--- config.mk ---
export PLATFORM = sky130hd
export DESIGN_NAME = bip_control_unit_flat
export DESIGN_NICKNAME = d
export VERILOG_FILES = /design/src/rtl/bip_control_unit_if.sv /design/src/rtl/bip_control_unit.sv /design/src/flat_wrapper.sv
export SDC_FILE = /design/constraint.sdc
export NUM_CORES = 1
export LEC_CHECK = 0
export ABC_AREA = 0
export BUFFER_PORTS_ARGS = -buffer_cell sky130_fd_sc_hd__buf_2
export CAP_MARGIN = 10
export CORE_MARGIN = 4
export CORE_UTILIZATION = 45
export DETAILED_ROUTE_END_ITERATION = 16
export HOLD_SLACK_MARGIN = 0.05
export PLACE_DENSITY = 0.75
export SYNTH_ARGS = -nofsm -noshare
export SYNTH_HDL_FRONTEND = slang
export SYNTH_SLANG_ARGS = --single-unit
export TNS_END_PERCENT = 10
--- constraint.sdc ---
create_clock -name clk -period 1.75 [get_ports clk]
set_input_delay 0.35 -clock clk [delete_from_list [all_inputs] [get_ports clk]]
set_output_delay 0.35 -clock clk [all_outputs]
set_load 0.1 [all_outputs]
--- src/rtl/bip_control_unit_if.sv ---
// ---------------------------------------------------------------------------
// bip_control_unit_if
// Bundle between the BIP control unit and its environment (program memory,
// accumulator/ALU datapath, run control).
//
// Handshake: there is no valid/ready pair. start is a level request sampled
// on a rising clk edge only while the unit is idle or halted; opcode and
// operand are treated as valid in the EXEC cycle (synchronous program memory
// addressed by pc during FETCH). Every strobe is a single-cycle pulse.
//
// master : environment side (drives start/opcode/operand/acc flags)
// slave  : control unit side (drives pc, strobes, status, instr_count)
// ---------------------------------------------------------------------------
interface bip_control_unit_if #(
   parameter int PC_WIDTH     = 11,
   parameter int CNT_WIDTH    = 16,
   parameter int OPCODE_WIDTH = 5
);
   logic                    start;
   logic [OPCODE_WIDTH-1:0] opcode;
   logic [PC_WIDTH-1:0]     operand;
   logic                    acc_zero;
   logic                    acc_neg;
   logic [PC_WIDTH-1:0]     pc;
   logic [1:0]              SelA;
   logic                    SelB;
   logic                    WrAcc;
   logic [2:0]              AluOp;
   logic                    WrRam;
   logic                    RdRam;
   logic                    halted;
   logic                    illegal;
   logic [CNT_WIDTH-1:0]    instr_count;

   modport master (
      output start, opcode, operand, acc_zero, acc_neg,
      input  pc, SelA, SelB, WrAcc, AluOp, WrRam, RdRam, halted, illegal,
             instr_count
   );

   modport slave (
      input  start, opcode, operand, acc_zero, acc_neg,
      output pc, SelA, SelB, WrAcc, AluOp, WrRam, RdRam, halted, illegal,
             instr_count
   );
endinterface

--- src/rtl/bip_control_unit.sv ---
// ---------------------------------------------------------------------------
// bip_control_unit
// Program counter, IDLE/FETCH/EXEC/HALT sequencer and opcode decode for the
// BIP datapath. One instruction every two clocks (FETCH then EXEC).
//
// Ports:
//   clk          rising-edge clock
//   rst          synchronous active-high reset
//   bus          bip_control_unit_if.slave (start, opcode, operand,
//                acc_zero, acc_neg in; pc, SelA, SelB, WrAcc, AluOp, WrRam,
//                RdRam, halted, illegal, instr_count out)
//   o_dbg_state  current sequencer state (debug visibility)
//
// Build option: define BIP_BRANCH_EN to decode opcodes 10000-10100 as
// BEQ/BNE/BMI/BPL/BRA. Without it those opcodes are illegal and pc only
// increments.
// ---------------------------------------------------------------------------
module bip_control_unit #(
   parameter int PC_WIDTH     = 11,
   parameter int CNT_WIDTH    = 16,
   parameter int OPCODE_WIDTH = 5
) (
   input  logic                clk,
   input  logic                rst,
   bip_control_unit_if.slave   bus,
   output logic [1:0]          o_dbg_state
);

   typedef enum logic [1:0] {
      S_IDLE  = 2'd0,
      S_FETCH = 2'd1,
      S_EXEC  = 2'd2,
      S_HALT  = 2'd3
   } state_t;

   localparam logic [OPCODE_WIDTH-1:0] OP_HLT  = OPCODE_WIDTH'(5'h00);
   localparam logic [OPCODE_WIDTH-1:0] OP_STO  = OPCODE_WIDTH'(5'h01);
   localparam logic [OPCODE_WIDTH-1:0] OP_LD   = OPCODE_WIDTH'(5'h02);
   localparam logic [OPCODE_WIDTH-1:0] OP_LDI  = OPCODE_WIDTH'(5'h03);
   localparam logic [OPCODE_WIDTH-1:0] OP_ADD  = OPCODE_WIDTH'(5'h04);
   localparam logic [OPCODE_WIDTH-1:0] OP_ADDI = OPCODE_WIDTH'(5'h05);
   localparam logic [OPCODE_WIDTH-1:0] OP_SUB  = OPCODE_WIDTH'(5'h06);
   localparam logic [OPCODE_WIDTH-1:0] OP_SUBI = OPCODE_WIDTH'(5'h07);
   localparam logic [OPCODE_WIDTH-1:0] OP_AND  = OPCODE_WIDTH'(5'h08);
   localparam logic [OPCODE_WIDTH-1:0] OP_ANDI = OPCODE_WIDTH'(5'h09);
   localparam logic [OPCODE_WIDTH-1:0] OP_OR   = OPCODE_WIDTH'(5'h0A);
   localparam logic [OPCODE_WIDTH-1:0] OP_ORI  = OPCODE_WIDTH'(5'h0B);
   localparam logic [OPCODE_WIDTH-1:0] OP_XOR  = OPCODE_WIDTH'(5'h0C);
   localparam logic [OPCODE_WIDTH-1:0] OP_XORI = OPCODE_WIDTH'(5'h0D);
`ifdef BIP_BRANCH_EN
   localparam logic [OPCODE_WIDTH-1:0] OP_BEQ  = OPCODE_WIDTH'(5'h10);
   localparam logic [OPCODE_WIDTH-1:0] OP_BNE  = OPCODE_WIDTH'(5'h11);
   localparam logic [OPCODE_WIDTH-1:0] OP_BMI  = OPCODE_WIDTH'(5'h12);
   localparam logic [OPCODE_WIDTH-1:0] OP_BPL  = OPCODE_WIDTH'(5'h13);
   localparam logic [OPCODE_WIDTH-1:0] OP_BRA  = OPCODE_WIDTH'(5'h14);
`endif

   state_t               r_state;
   state_t               w_next_state;
   logic [PC_WIDTH-1:0]  r_pc;
   logic                 r_illegal;
   logic [CNT_WIDTH-1:0] r_cnt;

   logic [1:0]           w_sel_a;
   logic                 w_sel_b;
   logic                 w_wr_acc;
   logic [2:0]           w_alu_op;
   logic                 w_wr_ram;
   logic                 w_rd_ram;
   logic                 w_is_hlt;
   logic                 w_is_illegal;
`ifdef BIP_BRANCH_EN
   logic                 w_taken;
`else
   // Branch inputs have no consumer in this build.
   logic                 w_unused_branch;
   assign w_unused_branch = ^{bus.operand, bus.acc_zero, bus.acc_neg};
`endif

   // Decode is only active in EXEC, so strobes are zero in every other state.
   always_comb begin
      w_sel_a      = 2'b00;
      w_sel_b      = 1'b0;
      w_wr_acc     = 1'b0;
      w_alu_op     = 3'b000;
      w_wr_ram     = 1'b0;
      w_rd_ram     = 1'b0;
      w_is_hlt     = 1'b0;
      w_is_illegal = 1'b0;
`ifdef BIP_BRANCH_EN
      w_taken      = 1'b0;
`endif
      if (r_state == S_EXEC) begin
         case (bus.opcode)
            OP_HLT: w_is_hlt = 1'b1;
            OP_STO: w_wr_ram = 1'b1;
            OP_LD: begin
               w_wr_acc = 1'b1;
               w_rd_ram = 1'b1;
            end
            OP_LDI: begin
               w_sel_a  = 2'b01;
               w_wr_acc = 1'b1;
            end
            OP_ADD, OP_ADDI, OP_SUB, OP_SUBI, OP_AND, OP_ANDI,
            OP_OR, OP_ORI, OP_XOR, OP_XORI: begin
               // Odd opcodes in this range are the immediate forms.
               w_sel_a  = 2'b10;
               w_wr_acc = 1'b1;
               w_sel_b  = bus.opcode[0];
               w_rd_ram = ~bus.opcode[0];
               case (bus.opcode)
                  OP_ADD, OP_ADDI: w_alu_op = 3'b001;
                  OP_AND, OP_ANDI: w_alu_op = 3'b010;
                  OP_OR,  OP_ORI:  w_alu_op = 3'b011;
                  OP_XOR, OP_XORI: w_alu_op = 3'b100;
                  default:         w_alu_op = 3'b000;
               endcase
            end
`ifdef BIP_BRANCH_EN
            OP_BEQ: w_taken = bus.acc_zero;
            OP_BNE: w_taken = ~bus.acc_zero;
            OP_BMI: w_taken = bus.acc_neg;
            OP_BPL: w_taken = ~bus.acc_neg;
            OP_BRA: w_taken = 1'b1;
`endif
            default: w_is_illegal = 1'b1;
         endcase
      end
   end

   always_comb begin
      w_next_state = r_state;
      case (r_state)
         S_IDLE:  if (bus.start) w_next_state = S_FETCH;
         S_FETCH: w_next_state = S_EXEC;
         S_EXEC:  w_next_state = (w_is_hlt || w_is_illegal) ? S_HALT : S_FETCH;
         S_HALT:  if (bus.start) w_next_state = S_FETCH;
         default: w_next_state = S_IDLE;
      endcase
   end

   always_ff @(posedge clk) begin
      if (rst) begin
         r_state   <= S_IDLE;
         r_pc      <= '0;
         r_illegal <= 1'b0;
         r_cnt     <= '0;
      end else begin
         r_state <= w_next_state;
         if (r_state == S_HALT && bus.start) begin
            r_pc      <= '0;
            r_illegal <= 1'b0;
            r_cnt     <= '0;
         end else if (r_state == S_EXEC) begin
            if (w_is_illegal) begin
               r_illegal <= 1'b1;
            end else begin
               if (r_cnt != '1) r_cnt <= r_cnt + CNT_WIDTH'(1);
               // HLT leaves pc on the halting instruction.
               if (!w_is_hlt) begin
`ifdef BIP_BRANCH_EN
                  r_pc <= w_taken ? bus.operand : r_pc + PC_WIDTH'(1);
`else
                  r_pc <= r_pc + PC_WIDTH'(1);
`endif
               end
            end
         end
      end
   end

   assign bus.pc          = r_pc;
   assign bus.SelA        = w_sel_a;
   assign bus.SelB        = w_sel_b;
   assign bus.WrAcc       = w_wr_acc;
   assign bus.AluOp       = w_alu_op;
   assign bus.WrRam       = w_wr_ram;
   assign bus.RdRam       = w_rd_ram;
   assign bus.halted      = (r_state == S_HALT);
   assign bus.illegal     = r_illegal;
   assign bus.instr_count = r_cnt;
   assign o_dbg_state     = r_state;

endmodule

--- src/flat_wrapper.sv ---
// flat-port wrapper written by rule: the top's interface ports become plain ports
module bip_control_unit_flat 
#(
   parameter int PC_WIDTH     = 11,
   parameter int CNT_WIDTH    = 16,
   parameter int OPCODE_WIDTH = 5
)
  (clk, rst, o_dbg_state, bus_start, bus_opcode, bus_operand, bus_acc_zero, bus_acc_neg, bus_pc, bus_SelA, bus_SelB, bus_WrAcc, bus_AluOp, bus_WrRam, bus_RdRam, bus_halted, bus_illegal, bus_instr_count);
  bip_control_unit_if #(.PC_WIDTH(PC_WIDTH), .CNT_WIDTH(CNT_WIDTH), .OPCODE_WIDTH(OPCODE_WIDTH)) bus_i ();
  input  logic clk;
  input  logic rst;
  output logic [1:0] o_dbg_state;
  input wire logic [$bits(bus_i.start)-1:0] bus_start;
  input wire logic [$bits(bus_i.opcode)-1:0] bus_opcode;
  input wire logic [$bits(bus_i.operand)-1:0] bus_operand;
  input wire logic [$bits(bus_i.acc_zero)-1:0] bus_acc_zero;
  input wire logic [$bits(bus_i.acc_neg)-1:0] bus_acc_neg;
  output wire logic [$bits(bus_i.pc)-1:0] bus_pc;
  output wire logic [$bits(bus_i.SelA)-1:0] bus_SelA;
  output wire logic [$bits(bus_i.SelB)-1:0] bus_SelB;
  output wire logic [$bits(bus_i.WrAcc)-1:0] bus_WrAcc;
  output wire logic [$bits(bus_i.AluOp)-1:0] bus_AluOp;
  output wire logic [$bits(bus_i.WrRam)-1:0] bus_WrRam;
  output wire logic [$bits(bus_i.RdRam)-1:0] bus_RdRam;
  output wire logic [$bits(bus_i.halted)-1:0] bus_halted;
  output wire logic [$bits(bus_i.illegal)-1:0] bus_illegal;
  output wire logic [$bits(bus_i.instr_count)-1:0] bus_instr_count;
  assign bus_i.start = bus_start;
  assign bus_i.opcode = bus_opcode;
  assign bus_i.operand = bus_operand;
  assign bus_i.acc_zero = bus_acc_zero;
  assign bus_i.acc_neg = bus_acc_neg;
  assign bus_pc = bus_i.pc;
  assign bus_SelA = bus_i.SelA;
  assign bus_SelB = bus_i.SelB;
  assign bus_WrAcc = bus_i.WrAcc;
  assign bus_AluOp = bus_i.AluOp;
  assign bus_WrRam = bus_i.WrRam;
  assign bus_RdRam = bus_i.RdRam;
  assign bus_halted = bus_i.halted;
  assign bus_illegal = bus_i.illegal;
  assign bus_instr_count = bus_i.instr_count;
  bip_control_unit #(.PC_WIDTH(PC_WIDTH), .CNT_WIDTH(CNT_WIDTH), .OPCODE_WIDTH(OPCODE_WIDTH)) u_core (.clk(clk), .rst(rst), .bus(bus_i), .o_dbg_state(o_dbg_state));
endmodule
==> results.sh, run 1 <==
export IMPL_status="finished, violations left"
export IMPL_violations="setup timing"
export IMPL_place_area_sq_mm=0.00246
export IMPL_area_growth_pct=43.9
export IMPL_hold_path_class="in -> reg"
export IMPL_leakagePower_nw=1.12
export IMPL_avgRoutedWirePerCell_um=15.3
export IMPL_async_flop_share=0
export IMPL_dp_hpwl_mm=3.63
export IMPL_synthesis_area_sq_mm=0.00185
export IMPL_io_pins=61
export IMPL_critPathCaptureType="output port"
export IMPL_place_inst=318
export IMPL_cts_made_buffers=5
export IMPL_reg2reg_slack_ps=-160
export IMPL_max_slew_margin=0.663
export IMPL_cts_sinks=30
export IMPL_synth_area_leader_cell="dfxtp_1"
export IMPL_rsz0062_at_grt="true"
export IMPL_place_gp_congestion=0.816
export IMPL_critPathLaunchType="register"
export IMPL_fp_dieH_um=72.1
export IMPL_intPower_mw=1.31
export IMPL_seq_area_frac_synth=0.325
export IMPL_fin_cells=330
export IMPL_p_comb_frac=0.433
export IMPL_setup_viol=16
export IMPL_yosys_top_cells_area="dfxtp_1 (32%), a21oi_1 (4.9%), nor4_4 (4.6%)"
export IMPL_synth_top_family_by_area="simple AND/OR/NAND/NOR gates"
export IMPL_ys_ff_latch=30
export IMPL_routed_via_count=1922
export IMPL_whs_path_depth=2
export IMPL_grt_max_degree=14
export IMPL_remaining_drc_errors=0
export IMPL_start_util=0.462
export IMPL_antenna_found_initial=0
export IMPL_ys_flop_type="dfxtp_1"
export IMPL_synth_simple_area_share=0.382
export IMPL_synth_xor_area_frac=0.0190
export IMPL_p_seq_frac=0.333
export IMPL_clock_latency_ps=290
export IMPL_grt_pass1_vias=1856
export IMPL_sw_frac_of_total=0.424
export IMPL_critical_path_class="reg -> out"
export IMPL_synth_compound_area_share=0.171
export IMPL_synth_edf_count=0
export IMPL_final_util=0.665
export IMPL_seqCellArea_sq_um=608
export IMPL_fmax_mhz=507
export IMPL_io_buffers=47
export IMPL_whs_ps=254
export IMPL_stdcell_area_sq_mm=0.00266
export IMPL_h_tree_depth=2
export IMPL_clock_skew_ps=12.6
export IMPL_antenna_cells=0
export IMPL_cts_clk_slew_worst_paths_ps=70
export IMPL_fin_crit_sh=1.13
export IMPL_worst_pin_slew_ps=509
export IMPL_row_count=23
export IMPL_cts_tree="built"
export IMPL_setup_tns_ps=-2140
export IMPL_synth_cell_type_count=48
export IMPL_overflow=0
export IMPL_p_sw_mw=0.967
export IMPL_grt_pass1_wl_mm=8.67
export IMPL_ff2ff_path_depth=9
export IMPL_fin_ws_ps=-222
export IMPL_cp_required_ps=1400
export IMPL_critPathMaxFanout=5
export IMPL_multi_input_area_sq_mm=0.00129
export IMPL_nets=305
export IMPL_synthCells=207
export IMPL_cp_data_arrival_time_ps=1620
export IMPL_firstDrtPassIters=4
export IMPL_finalHoldViolCount=0
export IMPL_drv_slew=0
export IMPL_drive_above_1_share=0.425
export IMPL_drt_initial_drc_count=113
export IMPL_avgSynthCellArea_sq_um=8.93
export IMPL_finalPower_mw=2.28
export IMPL_vias_per_cell=5.82
export IMPL_yosysWarnings=0
export IMPL_dieArea_sq_mm=0.00520
export IMPL_max_clock_path_buffers=2
export IMPL_die_w_um=72.1
export IMPL_ctsHoldBuffers=0
export IMPL_drv_cap=0
export IMPL_drt_wl_total_mm=5.03
export IMPL_synthAdderAreaFrac=0.0339
export IMPL_power_density_mw_per_mm2=858
export IMPL_syn_nets=233
export IMPL_ant_nets=0
export IMPL_max_vdd_ir_drop_mv=0.561
export IMPL_grt_usage=0.210
export IMPL_coreArea_sq_mm=0.00400
export IMPL_pre_cts_slack_ps=-62.7
export IMPL_min_period_ps=1970
export IMPL_yosys_area_top_type_share=0.325
export IMPL_fillers=332
export IMPL_clockRootBuffer="clkbuf_8"
export IMPL_p_clk_frac=0.233
export IMPL_synth_mux_area_frac=0.0162
-- Yosys cell counts, types with 2 or more instances --
| library cell | instances |
|---|---|
| a21oi_1 | 18 |
| a311oi_1 | 2 |
| nor4_1 | 3 |
| o21ai_0 | 7 |
| nor3_1 | 5 |
| nand3_1 | 12 |
| o31ai_1 | 7 |
| and4_1 | 6 |
| nor4_4 | 4 |
| nand2_1 | 12 |
| or4_1 | 8 |
| nand2b_1 | 6 |
| clkbuf_1 | 2 |
| ha_1 | 5 |
| dfxtp_1 | 30 |
| or3_1 | 5 |
| a41o_1 | 4 |
| mux2i_1 | 3 |
| nor2_1 | 17 |
| inv_1 | 6 |
| buf_6 | 5 |
| nand4_4 | 3 |
| xnor2_1 | 3 |
| nand4_1 | 3 |
| and3_1 | 4 |
| and2_1 | 2 |
| a31oi_1 | 4 |
-- sequential cells by signal, indices dropped and copies added (netlist names) --
name	flops
u_core.bus.illegal	1
u_core.bus.instr_count	16
u_core.bus.pc	11
u_core.o_dbg_state	2
-- cell families (layout without fill, tap and decap cells) --
logic type / count (synthesis) / in the layout
flip-flops: 30 / 30
buffers and inverters: 15 / 88
XOR/XNOR: 4 / 4
AND/OR/NAND/NOR: 102 / 102
adder cells (fa/ha/maj): 5 / 5
AO/OA/AOI/OAI: 48 / 48
multiplexers: 3 / 3
-- cells in the final DEF (no fill, tap or decap), types with 3 or more instances in the layout --
cell type and n:
nand4_4 3, buf_4 24, a31oi_1 4, ha_1 3, buf_2 37, nor2_1 14, mux2i_1 3, nand4_1 3
and4_1 6, nand2_1 11, inv_1 5, nand3_1 12, xnor2_1 3, dfxtp_1 28, nor3_1 4, or3_1 5
o21ai_0 7, or4_4 3, clkbuf_8 5, or4_1 5, o31ai_1 7, a21oi_2 3, nor2_2 3, buf_12 10
and3_1 3, a41o_1 4, nand2b_1 5, nor4_4 5, a21oi_1 14
-- layer usage --
metal  vias up  routed length [um]  global-route usage
li1        938                   -                   -
met1       906                2140               0.256
met2        61                2430               0.333
met3        17                 308              0.0748
met4         0                 157              0.0898
met5         -                   0                   0
-- final cells by class --
type                       instances  area share
multi-input combinational        162       0.484
clock buffer                       6      0.0273
tap                               50      0.0235
clock inverter                     2     0.00376
inverter                           6     0.00941
timing repair buffer              74       0.224
sequential                        30       0.229
-- worst max-delay path: stages, from the launching register on --
cell and delay [ps]:
dfxtp_4 350, inv_4 50, ha_4 120, nor2b_4 150
buf_6 150, buf_4 140, and3_4 190, buf_12 170
-- power by group through the flow --
stage | Combinational [mW] | Clock, mW | Sequential (mW)
after global routing | 1.04 | 0.583 | 0.763
after floorplan | 0.401 | 0 | 1.03
after detailed placement | 0.899 | 0 | 0.778
final | 0.988 | 0.532 | 0.761
after CTS | 0.968 | 0.537 | 0.759
after global placement | 0.874 | 0 | 0.776
-- final timing paths --
path,startpoint,end
max reg2reg,u_core.o_dbg_state[0],u_core.bus.instr_count[12]
min,rst,u_core.o_dbg_state[0]
max,u_core.o_dbg_state[0],bus_WrRam
min reg2reg,u_core.bus.illegal,u_core.bus.illegal
-- what timing repair did --
action	CTS	global route
pin swaps	5	8
resized for setup	12	8
buffers inserted	3	1
endpoints found under the setup margin	15	25
Note: power is estimated with default switching activity, not from simulation.
==> run 2, diff against run 1 <==
--- a/config.mk
+++ b/config.mk
@@ -6,6 +6,7 @@
 export NUM_CORES = 1
 export LEC_CHECK = 0
 export ABC_AREA = 0
+export ABC_CLOCK_PERIOD_IN_PS = 1750
 export BUFFER_PORTS_ARGS = -buffer_cell sky130_fd_sc_hd__buf_2
 export CAP_MARGIN = 10
 export CORE_MARGIN = 4
@@ -13,6 +14,7 @@
 export DETAILED_ROUTE_END_ITERATION = 16
 export HOLD_SLACK_MARGIN = 0.05
 export PLACE_DENSITY = 0.75
+export SETUP_SLACK_MARGIN = 0.15
 export SYNTH_ARGS = -nofsm -noshare
 export SYNTH_HDL_FRONTEND = slang
 export SYNTH_SLANG_ARGS = --single-unit
==> results.sh, run 2 (synthesis gave the netlist of run 1 again) <==
export IMPL_status="finished, violations left"
export IMPL_violations="setup timing"
export IMPL_row_count=23
export IMPL_critPathMaxFanout=5
export IMPL_place_gp_congestion=0.816
export IMPL_io_pins=61
export IMPL_p_sw_mw=0.965
export IMPL_setup_viol=16
export IMPL_clockRootBuffer="clkbuf_8"
export IMPL_final_cell_mix="buf_2 (28), dfxtp_1 (27), buf_4 (23), nor2_1 (14), a21oi_1 (14)"
export IMPL_remaining_drc_errors=0
export IMPL_drv_cap=0
export IMPL_critPathCaptureType="output port"
export IMPL_final_common_cell="buf_2"
export IMPL_drive_above_1_share=0.429
export IMPL_overflow=0
export IMPL_rr_endpoint="u_core.bus.instr_count[12]"
export IMPL_worstPathCellList="inv_4, ha_4, nor2b_4, buf_6, buf_4, and3_4, buf_12"
export IMPL_firstDrtPassIters=4
export IMPL_intPower_mw=1.33
export IMPL_ctsHoldBuffers=0
export IMPL_drv_slew=0
export IMPL_avgRoutedWirePerCell_um=15.0
export IMPL_cts_tree="built"
export IMPL_hold_path_class="in -> reg"
export IMPL_clock_skew_ps=12.1
export IMPL_leakagePower_nw=1.11
export IMPL_stdcell_area_sq_mm=0.00270
export IMPL_grt_pass1_wl_mm=8.65
export IMPL_grt_max_degree=14
export IMPL_cp_data_arrival_time_ps=1620
export IMPL_timing_rr_start="u_core.o_dbg_state[0]"
export IMPL_ant_nets=0
export IMPL_critPathLaunchType="register"
export IMPL_final_util=0.674
export IMPL_whs_path_depth=2
export IMPL_antenna_found_initial=0
export IMPL_cts_clk_slew_worst_paths_ps=70
export IMPL_io_buffers=47
export IMPL_p_comb_frac=0.436
export IMPL_max_slew_margin=0.663
export IMPL_min_period_ps=1970
export IMPL_cp_top_family="buffers and inverters"
export IMPL_max_clock_path_buffers=2
export IMPL_cpMaxStageDelayCell="dfxtp_4"
export IMPL_vias_per_cell=5.77
export IMPL_antenna_cells=0
export IMPL_fin_crit_sh=1.13
export IMPL_min_delay_start="rst"
export IMPL_critPathBufInv=4
export IMPL_fmax_mhz=507
export IMPL_reg2reg_slack_ps=-150
export IMPL_critical_path_class="reg -> out"
export IMPL_coreArea_sq_mm=0.00400
export IMPL_finalPower_mw=2.29
export IMPL_place_inst=318
export IMPL_dieArea_sq_mm=0.00520
export IMPL_fin_ws_ps=-224
export IMPL_cp_required_ps=1400
export IMPL_fin_cells=330
export IMPL_p_clk_frac=0.232
export IMPL_place_area_sq_mm=0.00246
export IMPL_sw_frac_of_total=0.421
export IMPL_dp_hpwl_mm=3.63
export IMPL_ff2ff_path_depth=9
export IMPL_routed_via_count=1903
export IMPL_drt_wl_total_mm=4.97
export IMPL_nets=305
export IMPL_power_density_mw_per_mm2=850
export IMPL_worst_pin_slew_ps=508
export IMPL_setup_tns_ps=-1980
export IMPL_finalHoldViolCount=0
export IMPL_start_util=0.462
export IMPL_cts_made_buffers=5
export IMPL_cts_sinks=30
export IMPL_p_seq_frac=0.332
export IMPL_rsz0062_at_grt="true"
export IMPL_slowest_delay_ps=350
export IMPL_fp_dieH_um=72.1
export IMPL_grt_usage=0.209
export IMPL_largest_register_ffs=16
export IMPL_grt_pass1_vias=1852
export IMPL_area_growth_pct=45.9
export IMPL_clock_latency_ps=290
export IMPL_die_w_um=72.1
export IMPL_whs_endpoint="u_core.o_dbg_state[0]"
export IMPL_h_tree_depth=2
export IMPL_max_vdd_ir_drop_mv=0.575
export IMPL_drt_initial_drc_count=88
-- run 2: changes by cell type in the layout (fill, tap and decap cells not counted), sizes merged --
cell,before,now
buf,73,65
clkbuf,7,15
-- run 2: power groups by stage --
stage	sequential, mW	combinational (mW)	clock (mW)
2_1_floorplan	1.03	0.401	0
3_3_place_gp	0.776	0.874	0
3_5_place_dp	0.778	0.899	0
4_1_cts	0.759	0.979	0.537
5_1_grt	0.763	1.05	0.583
6_report	0.760	1.00	0.532
-- run 2: per-stage QoR --
| stage | hold WS (ps) | worst slack (ps) |
|---|---|---|
| after floorplan | 412 | -783 |
| after global placement | 431 | 28.2 |
| after detailed placement | 434 | -62.7 |
| after CTS | 260 | -210 |
| after global routing | 257 | -290 |
| final | 256 | -224 |
-- run 2: worst max-delay path by stage --
stage	start	endpoint	cells past startpoint
floorplan	u_core.o_dbg_state[1]	bus_SelB	7
global placement	u_core.o_dbg_state[0]	bus_SelB	8
detailed placement	u_core.o_dbg_state[0]	bus_SelB	8
CTS	u_core.o_dbg_state[0]	bus_AluOp[2]	7
global route	u_core.o_dbg_state[0]	bus_SelB	8
finish	u_core.o_dbg_state[0]	bus_WrRam	7
-- run 2: area by class of cell --
type / count / area, sq um
repair buffers: 74 / 629
clock inverters: 2 / 10.0
clock buffers: 6 / 72.6
inverters: 6 / 25.0
well taps: 50 / 62.6
flip-flops and latches: 30 / 609
fillers: 327 / 1300
multi-input cells: 162 / 1290
-- run 2: layer usage --
metal	wire length (um)	global-route usage
met5	0	0
met4	116	0.0877
met3	304	0.0748
met2	2410	0.330
met1	2140	0.258
-- run 2: timing repair --
| item | in CTS | in global routing |
|---|---|---|
| pin swaps | 13 | 5 |
| gates resized for setup | 17 | 16 |
| setup endpoints to repair | 31 | 43 |
| setup buffers | 3 | 1 |
==> run 3, diff against run 2 <==
--- a/config.mk
+++ b/config.mk
@@ -9,7 +9,6 @@
 export ABC_CLOCK_PERIOD_IN_PS = 1750
 export BUFFER_PORTS_ARGS = -buffer_cell sky130_fd_sc_hd__buf_2
 export CAP_MARGIN = 10
-export CORE_MARGIN = 4
 export CORE_UTILIZATION = 45
 export DETAILED_ROUTE_END_ITERATION = 16
 export HOLD_SLACK_MARGIN = 0.05
==> results.sh, run 3 (synthesis gave the netlist of run 1 again) <==
export IMPL_critPathBufInv=4
export IMPL_cpMaxStageDelayCell="dfxtp_4"
export IMPL_cp_top_family="buffers and inverters"
export IMPL_leakagePower_nw=1.13
export IMPL_max_clock_path_buffers=2
export IMPL_grt_pass1_wl_mm=8.45
export IMPL_final_cell_mix="buf_2 (31), buf_4 (25), dfxtp_1 (24), nor2_1 (14), a21oi_1 (13)"
export IMPL_nets=307
export IMPL_fp_dieH_um=66.1
export IMPL_cts_sinks=30
export IMPL_start_util=0.486
export IMPL_final_common_cell="buf_2"
export IMPL_drv_slew=0
export IMPL_worstPathCellList="inv_4, ha_4, nor2b_4, buf_6, buf_6, and4_4, buf_12"
export IMPL_stdcell_area_sq_mm=0.00275
export IMPL_min_period_ps=1940
export IMPL_timing_rr_start="u_core.o_dbg_state[0]"
export IMPL_clock_latency_ps=290
export IMPL_critPathLaunchType="register"
export IMPL_avgRoutedWirePerCell_um=15.6
export IMPL_ant_nets=0
export IMPL_dieArea_sq_mm=0.00437
export IMPL_status="finished, violations left"
export IMPL_max_vdd_ir_drop_mv=0.709
export IMPL_worst_pin_slew_ps=490
export IMPL_power_density_mw_per_mm2=890
export IMPL_slowest_delay_ps=350
export IMPL_antenna_found_initial=0
export IMPL_fmax_mhz=515
export IMPL_row_count=22
export IMPL_dp_hpwl_mm=3.62
export IMPL_place_area_sq_mm=0.00244
export IMPL_cpMostUsedCell="buf_6"
export IMPL_min_delay_start="rst"
export IMPL_critPathMaxFanout=5
export IMPL_setup_tns_ps=-1480
export IMPL_critPathCaptureType="output port"
export IMPL_hold_path_class="in -> reg"
export IMPL_setup_viol=12
export IMPL_overflow=0
export IMPL_grt_max_degree=14
export IMPL_remaining_drc_errors=0
export IMPL_fin_cells=330
export IMPL_finalHoldViolCount=0
export IMPL_grt_pass1_vias=1813
export IMPL_io_pins=61
export IMPL_max_slew_margin=0.675
export IMPL_antenna_cells=0
export IMPL_clock_skew_ps=7.90
export IMPL_coreArea_sq_mm=0.00380
export IMPL_die_w_um=66.1
export IMPL_io_buffers=47
export IMPL_routed_via_count=1934
export IMPL_vias_per_cell=5.86
export IMPL_cp_data_arrival_time_ps=1590
export IMPL_fillers=282
export IMPL_grt_usage=0.256
export IMPL_cts_clk_slew_worst_paths_ps=70
export IMPL_h_tree_depth=2
export IMPL_place_inst=316
export IMPL_largest_register_ffs=16
export IMPL_drv_cap=0
export IMPL_firstDrtPassIters=4
export IMPL_clockRootBuffer="clkbuf_8"
export IMPL_drt_wl_total_mm=5.14
export IMPL_rsz0062_at_grt="true"
export IMPL_pre_cts_slack_ps=-41.5
export IMPL_violations="setup timing"
export IMPL_startpoint="u_core.o_dbg_state[0]"
export IMPL_place_gp_congestion=0.799
export IMPL_cts_made_buffers=5
export IMPL_fin_ws_ps=-191
export IMPL_final_util=0.724
export IMPL_drt_initial_drc_count=104
export IMPL_area_growth_pct=48.7
export IMPL_cts_tree="built"
export IMPL_cp_required_ps=1400
export IMPL_fin_crit_sh=1.11
export IMPL_drive_above_1_share=0.465
export IMPL_critical_path_class="reg -> out"
run 3: cell types whose count changed in the layout (fill, tap and decap cells not counted), moves of 2 or more:
cell and change:
clkbuf_4 -3, clkinv_2 -2, buf_4 +2, dfxtp_2 +3
buf_2 +3, or3_4 +2, or3_1 -2, dfxtp_1 -3
buf_6 +2, clkbuf_8 +3
run 3: worst reg2reg max path, stage by stage, from the launching register on:
cell     delay (ps)
dfxtp_4         350
inv_4            50
ha_4            120
nor2b_4         140
buf_6           150
nand2_8          80
buf_4           150
buf_6           120
or4_1           460
a21oi_1         140
run 3: final timing paths:
check                               to  slack, ps  cells past startpoint
max                        bus_SelA[0]       -190                      7
min              u_core.o_dbg_state[0]        260                      2
max reg2reg  u_core.bus.instr_count[4]        -70                      9
min reg2reg         u_core.bus.illegal        450                      2
run 3: area by class of cell:
type / instances / area, sq um / share of cell area
multi-input combinational: 162 / 1320 / 0.479
timing repair buffer: 76 / 624 / 0.227
sequential: 30 / 613 / 0.223
clock buffer: 8 / 110 / 0.0401
tap: 48 / 60.1 / 0.0218
inverter: 6 / 25.0 / 0.00910
run 3: routing by layer:
layer	vias to the layer above	global-route usage	part of all wire
met3	10	0.0655	0.045
met4	0	0.0931	0.022
met5	-	0	0
met1	924	0.296	0.43
li1	943	-	-
met2	57	0.452	0.50
run 3: what timing repair did:
item                                    CTS  global route
endpoints found under the setup margin   30            38
buffers inserted                          4             2
resized for setup                        20            20
pin swaps                                14             9
hold buffers                              0             0
run 3: power by group:
| part | internal [mW] | switching [mW] | total, mW |
|---|---|---|---|
| Combinational | 0.333 | 0.680 | 1.01 |
| Sequential | 0.729 | 0.0353 | 0.764 |
| Clock | 0.397 | 0.271 | 0.668 |
| Total | 1.46 | 0.987 | 2.45 |
run 3: stage by stage:
step	hold WS [ps]	total power, mW
floorplan	412	1.43
global placement	447	1.65
detailed placement	444	1.67
CTS	266	2.40
global route	281	2.54
finish	263	2.45
